`src/rtl/autoconfig_pkg.sv`:
```
// Shared types and constants for the multi-board Zorro II autoconfig responder.
// Register offsets are ADDR[8:1] values inside the $E8xxxx config window.
package autoconfig_pkg;

    typedef enum logic [1:0] {
        ST_SCAN   = 2'd0,
        ST_ACTIVE = 2'd1,
        ST_DONE   = 2'd2
    } state_e;

    localparam logic [7:0] OFF_TYPE      = 8'h00;
    localparam logic [7:0] OFF_SIZE      = 8'h01;
    localparam logic [7:0] OFF_PROD_HI   = 8'h02;
    localparam logic [7:0] OFF_PROD_LO   = 8'h03;
    localparam logic [7:0] OFF_MFG_FIRST = 8'h08;
    localparam logic [7:0] OFF_MFG_LAST  = 8'h0B;
    localparam logic [7:0] OFF_SER_FIRST = 8'h0C;
    localparam logic [7:0] OFF_SER_LAST  = 8'h13;
    localparam logic [7:0] OFF_ROM_FIRST = 8'h14;
    localparam logic [7:0] OFF_ROM_LAST  = 8'h17;
    localparam logic [7:0] OFF_ZERO_HI   = 8'h20;
    localparam logic [7:0] OFF_ZERO_LO   = 8'h21;
    localparam logic [7:0] OFF_BASE_HI   = 8'h24;
    localparam logic [7:0] OFF_BASE_LO   = 8'h25;
    localparam logic [7:0] OFF_SHUTUP    = 8'h26;

    // Mask over A23..A16: larger windows ignore more low base bits.
    function automatic logic [7:0] size_mask(input logic [2:0] code);
        case (code)
            3'b001:  size_mask = 8'hFF;
            3'b010:  size_mask = 8'hFE;
            3'b011:  size_mask = 8'hFC;
            3'b100:  size_mask = 8'hF8;
            3'b101:  size_mask = 8'hF0;
            default: size_mask = 8'hFF;
        endcase
    endfunction

endpackage

```
`src/rtl/ac_rom_nibble.sv`:
```
// Combinational autoconfig ROM: returns the D15..D12 nibble for a board and offset.
// Offsets 00/01 are presented true, everything else inverted as the bus expects.
module ac_rom_nibble
    import autoconfig_pkg::*;
#(
    parameter int                         NUM_BOARDS = 2,
    parameter int                         CW         = 2,
    parameter logic [15:0]                MFG_ID     = 16'd5194,
    parameter logic [8*NUM_BOARDS-1:0]    PROD_IDS   = {8'd8, 8'd7},
    parameter logic [3*NUM_BOARDS-1:0]    SIZE_CODES = {3'b001, 3'b010},
    parameter logic [NUM_BOARDS-1:0]      ROM_VLD    = 2'b01,
    parameter logic [16*NUM_BOARDS-1:0]   ROM_OFFS   = {16'h0000, 16'h0008},
    parameter logic [31:0]                SERIAL     = 32'h0
) (
    input  logic [CW-1:0] board_i,
    input  logic [7:0]    offset_i,
    input  logic          chained_i,
    output logic [3:0]    nibble_o
);

    logic [7:0]  prod;
    logic [2:0]  size;
    logic        rvld;
    logic [15:0] roffs;
    logic [2:0]  ser_idx;

    always_comb begin
        prod  = '0;
        size  = '0;
        rvld  = 1'b0;
        roffs = '0;
        for (int i = 0; i < NUM_BOARDS; i++) begin
            if (board_i == CW'(i)) begin
                prod  = PROD_IDS[8*i +: 8];
                size  = SIZE_CODES[3*i +: 3];
                rvld  = ROM_VLD[i];
                roffs = ROM_OFFS[16*i +: 16];
            end
        end
    end

    always_comb begin
        ser_idx  = 3'(offset_i - OFF_SER_FIRST);
        nibble_o = 4'hF;
        if (offset_i == OFF_TYPE) begin
            nibble_o = chained_i ? {2'b11, rvld, 1'b0} : {3'b110, rvld};
        end else if (offset_i == OFF_SIZE) begin
            nibble_o = {1'b0, size};
        end else if (offset_i == OFF_PROD_HI) begin
            nibble_o = ~prod[7:4];
        end else if (offset_i == OFF_PROD_LO) begin
            nibble_o = ~prod[3:0];
        end else if (offset_i >= OFF_MFG_FIRST && offset_i <= OFF_MFG_LAST) begin
            nibble_o = ~MFG_ID[{~offset_i[1:0], 2'b00} +: 4];
        end else if (offset_i >= OFF_SER_FIRST && offset_i <= OFF_SER_LAST) begin
            nibble_o = ~SERIAL[{~ser_idx, 2'b00} +: 4];
        end else if (offset_i >= OFF_ROM_FIRST && offset_i <= OFF_ROM_LAST) begin
            nibble_o = rvld ? ~roffs[{~offset_i[1:0], 2'b00} +: 4] : 4'hF;
        end else if (offset_i == OFF_ZERO_HI || offset_i == OFF_ZERO_LO) begin
            nibble_o = 4'h0;
        end
    end

endmodule

```
`src/rtl/autoconfig_multi.sv`:
```
// Presents NUM_BOARDS Zorro II autoconfig functions one after another on a single
// card, then decodes accesses to each configured board's assigned window.
module autoconfig_multi
    import autoconfig_pkg::*;
#(
    parameter int                         NUM_BOARDS = 2,
    parameter logic [15:0]                MFG_ID     = 16'd5194,
    parameter logic [8*NUM_BOARDS-1:0]    PROD_IDS   = {8'd8, 8'd7},
    parameter logic [3*NUM_BOARDS-1:0]    SIZE_CODES = {3'b001, 3'b010},
    parameter logic [NUM_BOARDS-1:0]      ROM_VLD    = 2'b01,
    parameter logic [16*NUM_BOARDS-1:0]   ROM_OFFS   = {16'h0000, 16'h0008},
    parameter logic [31:0]                SERIAL     = 32'h0
) (
    input  logic                      CLK,
    input  logic                      RESET,
    input  logic [23:1]               ADDR,
    input  logic                      AS_n,
    input  logic                      UDS_n,
    input  logic                      RW,
    input  logic [3:0]                DIN,
    input  logic                      CFGIN_n,
    input  logic [NUM_BOARDS-1:0]     board_en,
    output logic [3:0]                DOUT,
    output logic                      dtack,
    output logic                      autoconfig_cycle,
    output logic                      CFGOUT_n,
    output logic [NUM_BOARDS-1:0]     board_access,
    output logic [8*NUM_BOARDS-1:0]   board_base
);

    // cur may step one past the last board, which is how SCAN finds the end.
    localparam int CW = $clog2(NUM_BOARDS + 1);

    state_e                     state_q, state_d;
    logic [CW-1:0]              cur_q, cur_d;
    logic                       as_q;
    logic                       dtack_q, dtack_d;
    logic [3:0]                 dout_q, dout_d;
    logic [8*NUM_BOARDS-1:0]    base_q, base_d;
    logic [NUM_BOARDS-1:0]      cfg_q, cfg_d;
    logic [NUM_BOARDS-1:0]      shut_q, shut_d;
    logic                       cfgout_n_q, cfgout_n_d;

    logic       cur_en, cur_cfg, cur_shut, chained;
    logic       rd_qual, wr_qual, cycle_end;
    logic [7:0] offs;
    logic [3:0] rom_nib;
    logic [7:0] acc_mask;
    logic       unused_addr;

    assign offs        = ADDR[8:1];
    assign unused_addr = ^ADDR[15:9];

    assign autoconfig_cycle = (ADDR[23:16] == 8'hE8) && !CFGIN_n && (state_q == ST_ACTIVE);
    assign rd_qual   = autoconfig_cycle && !AS_n && RW && !dtack_q;
    assign wr_qual   = autoconfig_cycle && !AS_n && !UDS_n && !RW && !dtack_q;
    assign cycle_end = !as_q && AS_n;

    always_comb begin
        cur_en   = 1'b0;
        cur_cfg  = 1'b0;
        cur_shut = 1'b0;
        chained  = 1'b0;
        for (int i = 0; i < NUM_BOARDS; i++) begin
            if (cur_q == CW'(i)) begin
                cur_en   = board_en[i];
                cur_cfg  = cfg_q[i];
                cur_shut = shut_q[i];
            end
            if (CW'(i) > cur_q && board_en[i]) begin
                chained = 1'b1;
            end
        end
    end

    ac_rom_nibble #(
        .NUM_BOARDS (NUM_BOARDS),
        .CW         (CW),
        .MFG_ID     (MFG_ID),
        .PROD_IDS   (PROD_IDS),
        .SIZE_CODES (SIZE_CODES),
        .ROM_VLD    (ROM_VLD),
        .ROM_OFFS   (ROM_OFFS),
        .SERIAL     (SERIAL)
    ) u_rom (
        .board_i   (cur_q),
        .offset_i  (offs),
        .chained_i (chained),
        .nibble_o  (rom_nib)
    );

    always_comb begin
        state_d    = state_q;
        cur_d      = cur_q;
        base_d     = base_q;
        cfg_d      = cfg_q;
        shut_d     = shut_q;
        dout_d     = rd_qual ? rom_nib : dout_q;
        dtack_d    = dtack_q ? !AS_n : (rd_qual || wr_qual);

        // A board that is configured or shut up takes no further writes.
        if (wr_qual && !cur_cfg && !cur_shut) begin
            for (int i = 0; i < NUM_BOARDS; i++) begin
                if (cur_q == CW'(i)) begin
                    case (offs)
                        OFF_BASE_LO: base_d[8*i +: 4] = DIN;
                        OFF_BASE_HI: begin
                            base_d[8*i+4 +: 4] = DIN;
                            cfg_d[i]           = 1'b1;
                        end
                        OFF_SHUTUP:  shut_d[i] = 1'b1;
                        default:     ;
                    endcase
                end
            end
        end

        case (state_q)
            ST_SCAN: begin
                if (cur_q >= CW'(NUM_BOARDS)) begin
                    state_d = ST_DONE;
                end else if (cur_en) begin
                    state_d = ST_ACTIVE;
                end else begin
                    cur_d = cur_q + 1'b1;
                end
            end
            ST_ACTIVE: begin
                if (cycle_end && (cur_cfg || cur_shut)) begin
                    state_d = ST_SCAN;
                    cur_d   = cur_q + 1'b1;
                end
            end
            ST_DONE:  ;
            default:  state_d = ST_SCAN;
        endcase

        cfgout_n_d = cfgout_n_q && (state_d != ST_DONE);
    end

    always_ff @(posedge CLK) begin
        if (RESET) begin
            state_q    <= ST_SCAN;
            cur_q      <= '0;
            as_q       <= 1'b1;
            dtack_q    <= 1'b0;
            dout_q     <= '0;
            base_q     <= '0;
            cfg_q      <= '0;
            shut_q     <= '0;
            cfgout_n_q <= 1'b1;
        end else begin
            state_q    <= state_d;
            cur_q      <= cur_d;
            as_q       <= AS_n;
            dtack_q    <= dtack_d;
            dout_q     <= dout_d;
            base_q     <= base_d;
            cfg_q      <= cfg_d;
            shut_q     <= shut_d;
            cfgout_n_q <= cfgout_n_d;
        end
    end

    always_comb begin
        board_access = '0;
        acc_mask     = 8'hFF;
        for (int i = 0; i < NUM_BOARDS; i++) begin
            acc_mask = size_mask(SIZE_CODES[3*i +: 3]);
            board_access[i] = cfg_q[i] && !shut_q[i] && (state_q == ST_DONE)
                              && ((ADDR[23:16] & acc_mask) == (base_q[8*i +: 8] & acc_mask));
        end
    end

    assign DOUT       = dout_q;
    assign dtack      = dtack_q;
    assign CFGOUT_n   = cfgout_n_q;
    assign board_base = base_q;

endmodule

```
`config.mk`:
```
export PLATFORM = sky130hd
export DESIGN_NAME = autoconfig_multi
export DESIGN_NICKNAME = d
export VERILOG_FILES = /design/src/rtl/autoconfig_pkg.sv /design/src/rtl/ac_rom_nibble.sv /design/src/rtl/autoconfig_multi.sv
export SDC_FILE = /design/constraint.sdc
export NUM_CORES = 1
export LEC_CHECK = 0
export CAP_MARGIN = 20
export CORE_ASPECT_RATIO = 1.4
export CORE_MARGIN = 5
export CORE_UTILIZATION = 32
export CTS_CLUSTER_DIAMETER = 30
export DETAILED_ROUTE_END_ITERATION = 10
export DONT_BUFFER_PORTS = 1
export MAX_ROUTING_LAYER = met4
export SKIP_CTS_REPAIR_TIMING = 1
export SLEW_MARGIN = 20
export SYNTH_ARGS = -nofsm -noshare
export SYNTH_HDL_FRONTEND = slang
export SYNTH_SLANG_ARGS = --single-unit
```
`constraint.sdc`:
```
create_clock -name CLK -period 5.25 [get_ports CLK]
set_input_delay 1.05 -clock CLK [delete_from_list [all_inputs] [get_ports CLK]]
set_output_delay 1.05 -clock CLK [all_outputs]
set_load 0.05 [all_outputs]
```
==> metrics.txt <==
core area 5490 um2; Layout Area Growth over Synthesis 9.29%; TritonCTS clock tree yes; slew margin rel. 0.333; Worst Tran Pin Value 0.997 ns; vias in the first global route 1570; total grt overflow 0; Port Buf Inserts 0; register area share after synthesis 0.344; Worst VDD drop 0.189 mV; Setup TNS Final 0 ns; Avg Cell Area, Syn 8.51 um2; synth top area cells dfxtp_1 34%, mux2i_1 10%, nor2_1 6.4%; Syn Std Cell Area around 1800 um2; hold slack about 0.48 ns; worst-skew pair later-pin latency around 0.29 ns; WL final 4560 um; clk slew on worst S/H paths 0.07 ns; Tmin final 3.36 ns; number of synthesized flops with an enable pin 0; routed vias 1509; setup violators final 0; via/cell ratio roughly 5.4; Lkg Pwr 0.781 nW; FFs w/ async S/R, synth 0; Post-synth top flop dfxtp_1; Clock Tree Buf Depth 2; GPL Wtd Cong 0.821; startpoint types input pin; synth warn 0; first-pass GRT wire length 7360 um; Final Slew Violations 0; crit-path max FO 3; Rows 32; Final ANT Viol Nets 0; diode count 0; First-pass DRT Iterations 4; commonest cells after routing, fill and taps aside 31 x dfxtp_1, 31 x nor2_1, 18 x mux2i_1, 11 x a21oi_1, 10 x nor3_1; CP Class input pin to output port; H-tree levels 2; starting density of the core 0.329; Critical Path End Type output port; CP arrival 2.31 ns; GRT Total Usage 0.134; Syn Inst Count 212; die height ~100 um; Die Area 7260 um2; post-synth net total 254; DRC viols 0; fmax 298 MHz; post-synth cell types 44; initial antenna violation count 0; post-layout util 0.359; Hold Crit Class flop to flop; DRT iter0 DRCs 37; #FFs+latches synth 31; outcome finished, final reports clean; io pins 60; Clock Skews roughly 0.01 ns; biggest area consumer among synthesized cells dfxtp_1; number of clock sinks 31; clk root buf clkbuf_8; endpoints failing hold 0; DP HPWL 3540 um; Num CTS Buffers 5; final net count 253; RSZ-0062 raised after global routing false; P per Cell Area 325 nW/um2; Synth top area share 0.344; Max-Cap Viols 0; pin count of the biggest net entering global routing 34; layout cells sized above 1 0.0708; routed len/inst 16.3 um; Worst EP required roughly 4.2 ns; Die X 73.5 um; Tcrit/Tclk final 0.640
==> cells in the mapped netlist (2+ instances only) <==
| cell | number |
|---|---|
| a31oi_1 | 3 |
| nor3b_1 | 2 |
| nor2_1 | 31 |
| dfxtp_1 | 31 |
| o21ai_0 | 4 |
| nor4_1 | 5 |
| inv_1 | 9 |
| clkbuf_1 | 8 |
| nand4_1 | 5 |
| xor2_1 | 7 |
| a21oi_1 | 11 |
| nand4b_1 | 3 |
| mux2i_1 | 18 |
| ha_1 | 7 |
| nor3_1 | 10 |
| nand3_1 | 3 |
| o22ai_1 | 2 |
| nor4b_1 | 4 |
| xnor2_1 | 8 |
| nand2_1 | 8 |
| or2_2 | 2 |
| o21ai_1 | 2 |
| and3_1 | 3 |
| and2_1 | 2 |
| nand2b_1 | 5 |
==> final timing paths <==
check	start	end	slack [ns]	depth (start not counted)
max	ADDR[16]	autoconfig_cycle	1.89	3
min	cfg_q[0]$_SDFFE_PP0P_	cfg_q[0]$_SDFFE_PP0P_	0.48	2
max reg2reg	state_q[0]$_SDFF_PP0_	board_base[15]$_SDFFE_PP0P_	3.08	5
min reg2reg	cfg_q[0]$_SDFFE_PP0P_	cfg_q[0]$_SDFFE_PP0P_	0.48	2
==> power by group <==
group | internal, mW | leakage [nW] | switching (mW)
Combinational | 0.0684 | 0.480 | 0.0833
Sequential | 0.252 | 0.251 | 0.0276
Clock | 0.119 | 0.0505 | 0.0914
==> worst max-delay path, stage by stage <==
cell	delay [ns]
nor4b_1	0.40
nand2_1	0.09
nor2_1	0.77
==> layer usage <==
| metal | global-route usage | vias up | part of all wire |
|---|---|---|---|
| met4 | 0.0530 | 0 | 0.024 |
| met5 | - | - | 0 |
| li1 | - | 753 | - |
| met1 | 0.140 | 682 | 0.40 |
| met2 | 0.206 | 64 | 0.44 |
| met3 | 0.0786 | 10 | 0.13 |
==> cells by family after synthesis <==
logic type | count (synthesis) | synth area share
adders and majority gates | 7 | 0.0485
xor gates and xnor gates | 15 | 0.0728
muxes | 19 | 0.106
and+or+nand+nor | 91 | 0.284
AOI/OAI and AO/OA | 31 | 0.107
DFF | 31 | 0.344
buffers and inverters | 18 | 0.0381
==> cell type report <==
type / count / area (um2)
Tap cell: 68 / 85.1
Clock inverter: 1 / 7.51
Clock buffer: 7 / 96.3
Sequential cell: 31 / 621
Multi-Input combinational cell: 163 / 1120
Timing Repair Buffer: 1 / 7.51
Inverter: 9 / 33.8
Fill cell: 574 / 3510
==> per-stage QoR <==
stage | instances | area [um2] | total power, mW | setup slack [ns]
finish | 280 | 1970 | 0.642 | 1.89
global route | 280 | 1970 | 0.682 | 1.77
CTS | 280 | 1970 | 0.649 | 1.89
detailed placement | 272 | 1870 | 0.436 | 1.89
global placement | 272 | 1870 | 0.433 | 1.91
floorplan | 212 | 1800 | 0.408 | 1.20
==> sequential cells by signal, summed over array words and instances (netlist names) <==
register	cells
cur_q	2
as_q	1
DOUT	4
state_q	2
shut_q	2
board_base	16
dtack	1
cfg_q	2
CFGOUT_n	1
(Power assumes the default switching activity.)
==> variant 1 (config.mk and constraints unchanged) <==
`NUM_BOARDS` is set to 2 in 2 places; all go to 4.
--- a/src/rtl/ac_rom_nibble.sv
+++ b/src/rtl/ac_rom_nibble.sv
@@ -3,7 +3,7 @@
 module ac_rom_nibble
     import autoconfig_pkg::*;
 #(
-    parameter int                         NUM_BOARDS = 2,
+    parameter int                         NUM_BOARDS = 4,
     parameter int                         CW         = 2,
     parameter logic [15:0]                MFG_ID     = 16'd5194,
     parameter logic [8*NUM_BOARDS-1:0]    PROD_IDS   = {8'd8, 8'd7},
--- a/src/rtl/autoconfig_multi.sv
+++ b/src/rtl/autoconfig_multi.sv
@@ -3,7 +3,7 @@
 module autoconfig_multi
     import autoconfig_pkg::*;
 #(
-    parameter int                         NUM_BOARDS = 2,
+    parameter int                         NUM_BOARDS = 4,
     parameter logic [15:0]                MFG_ID     = 16'd5194,
     parameter logic [8*NUM_BOARDS-1:0]    PROD_IDS   = {8'd8, 8'd7},
     parameter logic [3*NUM_BOARDS-1:0]    SIZE_CODES = {3'b001, 3'b010},
Ports: changed (resized board_access, board_base and board_en); port bits go from 60 to 80. The function was not compared with the original's and may differ.
==> variant 1 against the original RTL <==
Cell area rose by 66%; synthesized cell count rose by 61%; sequential cell count rose by 21; worst setup slack got worse by 150 ps; register-to-register slack got worse by 820 ps; first-iteration DRC count rose to 3.1 times the old value; routed wire length rose by 88%; non-clock buffer count rose by 1; power rose by 51%; synthesized area rose by 72%; clock skew fell by 6.8 ps; via count rose by 58%.
==> variant 1: results (changes against the original RTL) <==
metric	value	unit	change
initial drt markers	115		+210%
mux share of post-synthesis cell area	0.110		+0.00398
#FFs+latches synth	52		+68%
grt met2 use	0.264		+0.0585
fill count	1001		+74%
status	completed		
CTS Root Cell	clkbuf_16		
Synth Area in XOR/XNOR	0.0875		+0.0147
Setup Skew	3.50	ps	-6.76 ps
hold_sp	cfg_q[3]$_SDFFE_PP0P_		
Clock buf/inv share	0.0431		-0.00957
buffering overhead	0.00458		+0.000770
Synth area leaders	dfxtp_1 34%, mux2i_1 11%, xnor2_1 8.2%		
WL/cell	19.8	um	+22%
multi-input combinational area share	0.582		+0.0131
largest net degree at the start of global routing	58		+71%
Met3 Wirelength	578	um	-2.2%
Mapped Nets	385		+52%
Largest register FFs	32		+16
Yosys cell types	55		+25%
adder-cell share of the synthesized area	0.0282		-0.0203
Slew Limit Headroom	0.342		+0.00862
vias after detailed routing	2384		+58%
Seq/Total Area, Yosys	0.335		-0.00848
met1 Track Usage GR	0.170		+0.0306
nonclk buf count	2		+1
reg-to-reg slack, setup	2260	ps	-820 ps
GPL Wtd Cong	0.860		+4.8%
met1 wire length	3370	um	+83%
vias in the first global route	2443		+56%
Seq area share	0.317		+0.00259
met2 wire length	4470	um	+120%
fin nets	366		+45%
slowest cell on the critical path	nor3_2		
total leakage power	1.22	nW	+56%
worst hold path endpoint	cfg_q[3]$_SDFFE_PP0P_		
Synth Area in Compound Gates	0.104		-0.00276
FF-to-FF Start	cur_q[0]$_SDFFE_PP0P_		
variant 1: cell count changes after synthesis, moves of 5 or more:
cell,delta
clkbuf_1,+7
dfxtp_1,+21
mux2i_1,+15
nand2b_1,+35
nand4_4,+6
xnor2_1,+21
xor2_1,-5
variant 1: worst max-delay path by stage:
stage                     slack [ps]  cells past startpoint               end
final                           1740                      2  autoconfig_cycle
after global routing            1690                      2  autoconfig_cycle
after CTS                       1730                      2  autoconfig_cycle
after detailed placement        1730                      2  autoconfig_cycle
after global placement          1730                      2  autoconfig_cycle
after floorplan                 1230                      4   board_access[0]
variant 1: power breakdown:
group | switching, mW | internal, mW | total (mW)
combinational | 0.119 | 0.0904 | 0.210
clock | 0.156 | 0.176 | 0.332
sequential | 0.0239 | 0.405 | 0.429
total | 0.299 | 0.672 | 0.971
variant 1: metrics by stage:
step	instances	hold slack (ps)	power, mW
after floorplan	341	435	0.615
after global placement	425	443	0.643
after detailed placement	425	453	0.646
after CTS	432	464	0.980
after global routing	432	482	1.02
final	432	463	0.971
==> variant 2 (same settings) <==
Made on the original files. Make the reset (`RESET`) asynchronous in one clocked block.
--- a/src/rtl/autoconfig_multi.sv
+++ b/src/rtl/autoconfig_multi.sv
@@ -138,7 +138,7 @@
         cfgout_n_d = cfgout_n_q && (state_d != ST_DONE);
     end
 
-    always_ff @(posedge CLK) begin
+    always_ff @(posedge CLK or posedge RESET) begin
         if (RESET) begin
             state_q    <= ST_SCAN;
             cur_q      <= '0;
Check against the original RTL: differs if RESET is asserted again (counterexample within 4 cycles, from zero or initial values and one cycle with RESET high); with RESET held inactive, the same outputs for 10 cycles.
==> variant 2 against the original RTL <==
Routed wire length is 4.3% higher; cell area rose by 3.8%; global-route usage grew 0.47 points; core utilization is 0.54 points lower; power shrank 17%; sequential power decreased by 8.6%; synthesized cell count down 18%; clock skew decreased by 2.0 ps; clock power shrank 16%; synthesized area up 4.0%; sequential cell count did not move; worst setup slack got worse by 61 ps; fmax shrank 1.8%; via count down 9.3%; critical endpoint unchanged; largest cell class unchanged; largest power group unchanged.
==> variant 2: results (changes against the original RTL) <==
metric	value	unit	change
synth cell count leaders	29 x dfrtp_1, 17 x mux2_2, 9 x nor2_1, 9 x xnor2_1, 8 x inv_1		
global-route wire length before repair	7590	um	+3.2%
status	completed		
number of buffers created by CTS	5		unchanged
initial antenna violation count	0		unchanged
clk slew on worst S/H paths	70	ps	about the same
share of layout cells above drive strength 1	0.220		+0.150
asr flop ratio synth	1.00		+1.00
Slew @ Worst Pin	982	ps	-15.4 ps
initial drt markers	55		+49%
WP data arrival	2370	ps	+60 ps
ys flop type	dfrtp_1		
Synth area leaders	dfrtp_1 39%, mux2_2 10%, ha_1 4.7%		
Worst Path Max Fanout	3		unchanged
fin nets	218		-14%
vias in the first global route	1465		-6.7%
Clk Latency, worst-skew pair	280	ps	
GPL Wtd Cong	0.825		+0.54%
GRT Resource Usage Total	0.139		+0.00474
Final HPWL DP	3740	um	+5.7%
worst flop-to-flop path endpoint	board_base[12]$_DFFE_PP0P_		
fill count	591		+3.0%
FF-to-FF Start	state_q[1]$_DFF_PP0_		
Clock Path Buffers	2		unchanged
worst hold path endpoint	shut_q[0]$_DFFE_PP0P_		
Largest register FFs	16		unchanged
worst-case vdd ir drop	0.000135	V	-29%
reg2reg path depth	4		-1
reg-to-reg slack, setup	2830	ps	-250 ps
largest net degree at the start of global routing	32		-5.9%
routed vias/inst	5.54		+2.8%
slowest cell on the critical path	nor3_2		
hold_sp	shut_q[0]$_DFFE_PP0P_		
total leakage power	0.893	nW	+14%
Antenna diodes	0		unchanged
Seq/Total Area, Yosys	0.415		+0.0707
Yosys cell types	55		+25%
Setup Skew	8.26	ps	-2.01 ps
wirelength, routed	4750	um	+4.3%
CTS Root Cell	clkbuf_8		
Hold Path Stages	1		-1
==> variant 2: cell families after synthesis <==
logic type                 share of synthesized area
AOI/OAI and AO/OA                              0.110
xor gates and xnor gates                      0.0747
adders and majority gates                     0.0467
buffers and inverters                         0.0287
DFF                                            0.415
muxes                                          0.102
and+or+nand+nor                                0.223
==> variant 2: area by class of cell <==
type                    instances  area share
inverters                       8      0.0147
clock buffers                   8      0.0391
multi-input cells             128       0.516
repair buffers                  2     0.00733
well taps                      70      0.0428
flip-flops and latches         31       0.380
==> variant 2: worst max path at each step <==
| stage | end | slack (ps) | from |
|---|---|---|---|
| global route | autoconfig_cycle | 1800 | ADDR[16] |
| detailed placement | autoconfig_cycle | 1810 | ADDR[16] |
| floorplan | board_access[1] | 1190 | ADDR[22] |
| CTS | autoconfig_cycle | 1810 | ADDR[16] |
| finish | autoconfig_cycle | 1830 | ADDR[16] |
| global placement | autoconfig_cycle | 1810 | ADDR[16] |
==> variant 2: where the power goes <==
group	switching [mW]	total (mW)	internal [mW]	leakage (nW)
clock	0.0838	0.178	0.0940	0.0395
sequential	0.00760	0.255	0.248	0.417
combinational	0.0601	0.0966	0.0365	0.437
total	0.152	0.530	0.378	0.893
==> variant 2: routing by layer <==
layer | share of wire | wire length [um] | global-route usage
met5 | 0 | 0 | -
met3 | 0.090 | 429 | 0.0619
met4 | 0.012 | 55 | 0.0411
met1 | 0.38 | 1790 | 0.148
met2 | 0.52 | 2470 | 0.230
==> variant 2: through the flow <==
stage	hold slack [ps]	instances	area (um2)	setup WS (ps)
after global routing	505	247	2050	1800
after floorplan	441	173	1880	1190
final	496	247	2050	1830
after detailed placement	482	239	1970	1810
after global placement	461	239	1970	1810
after CTS	495	247	2050	1810
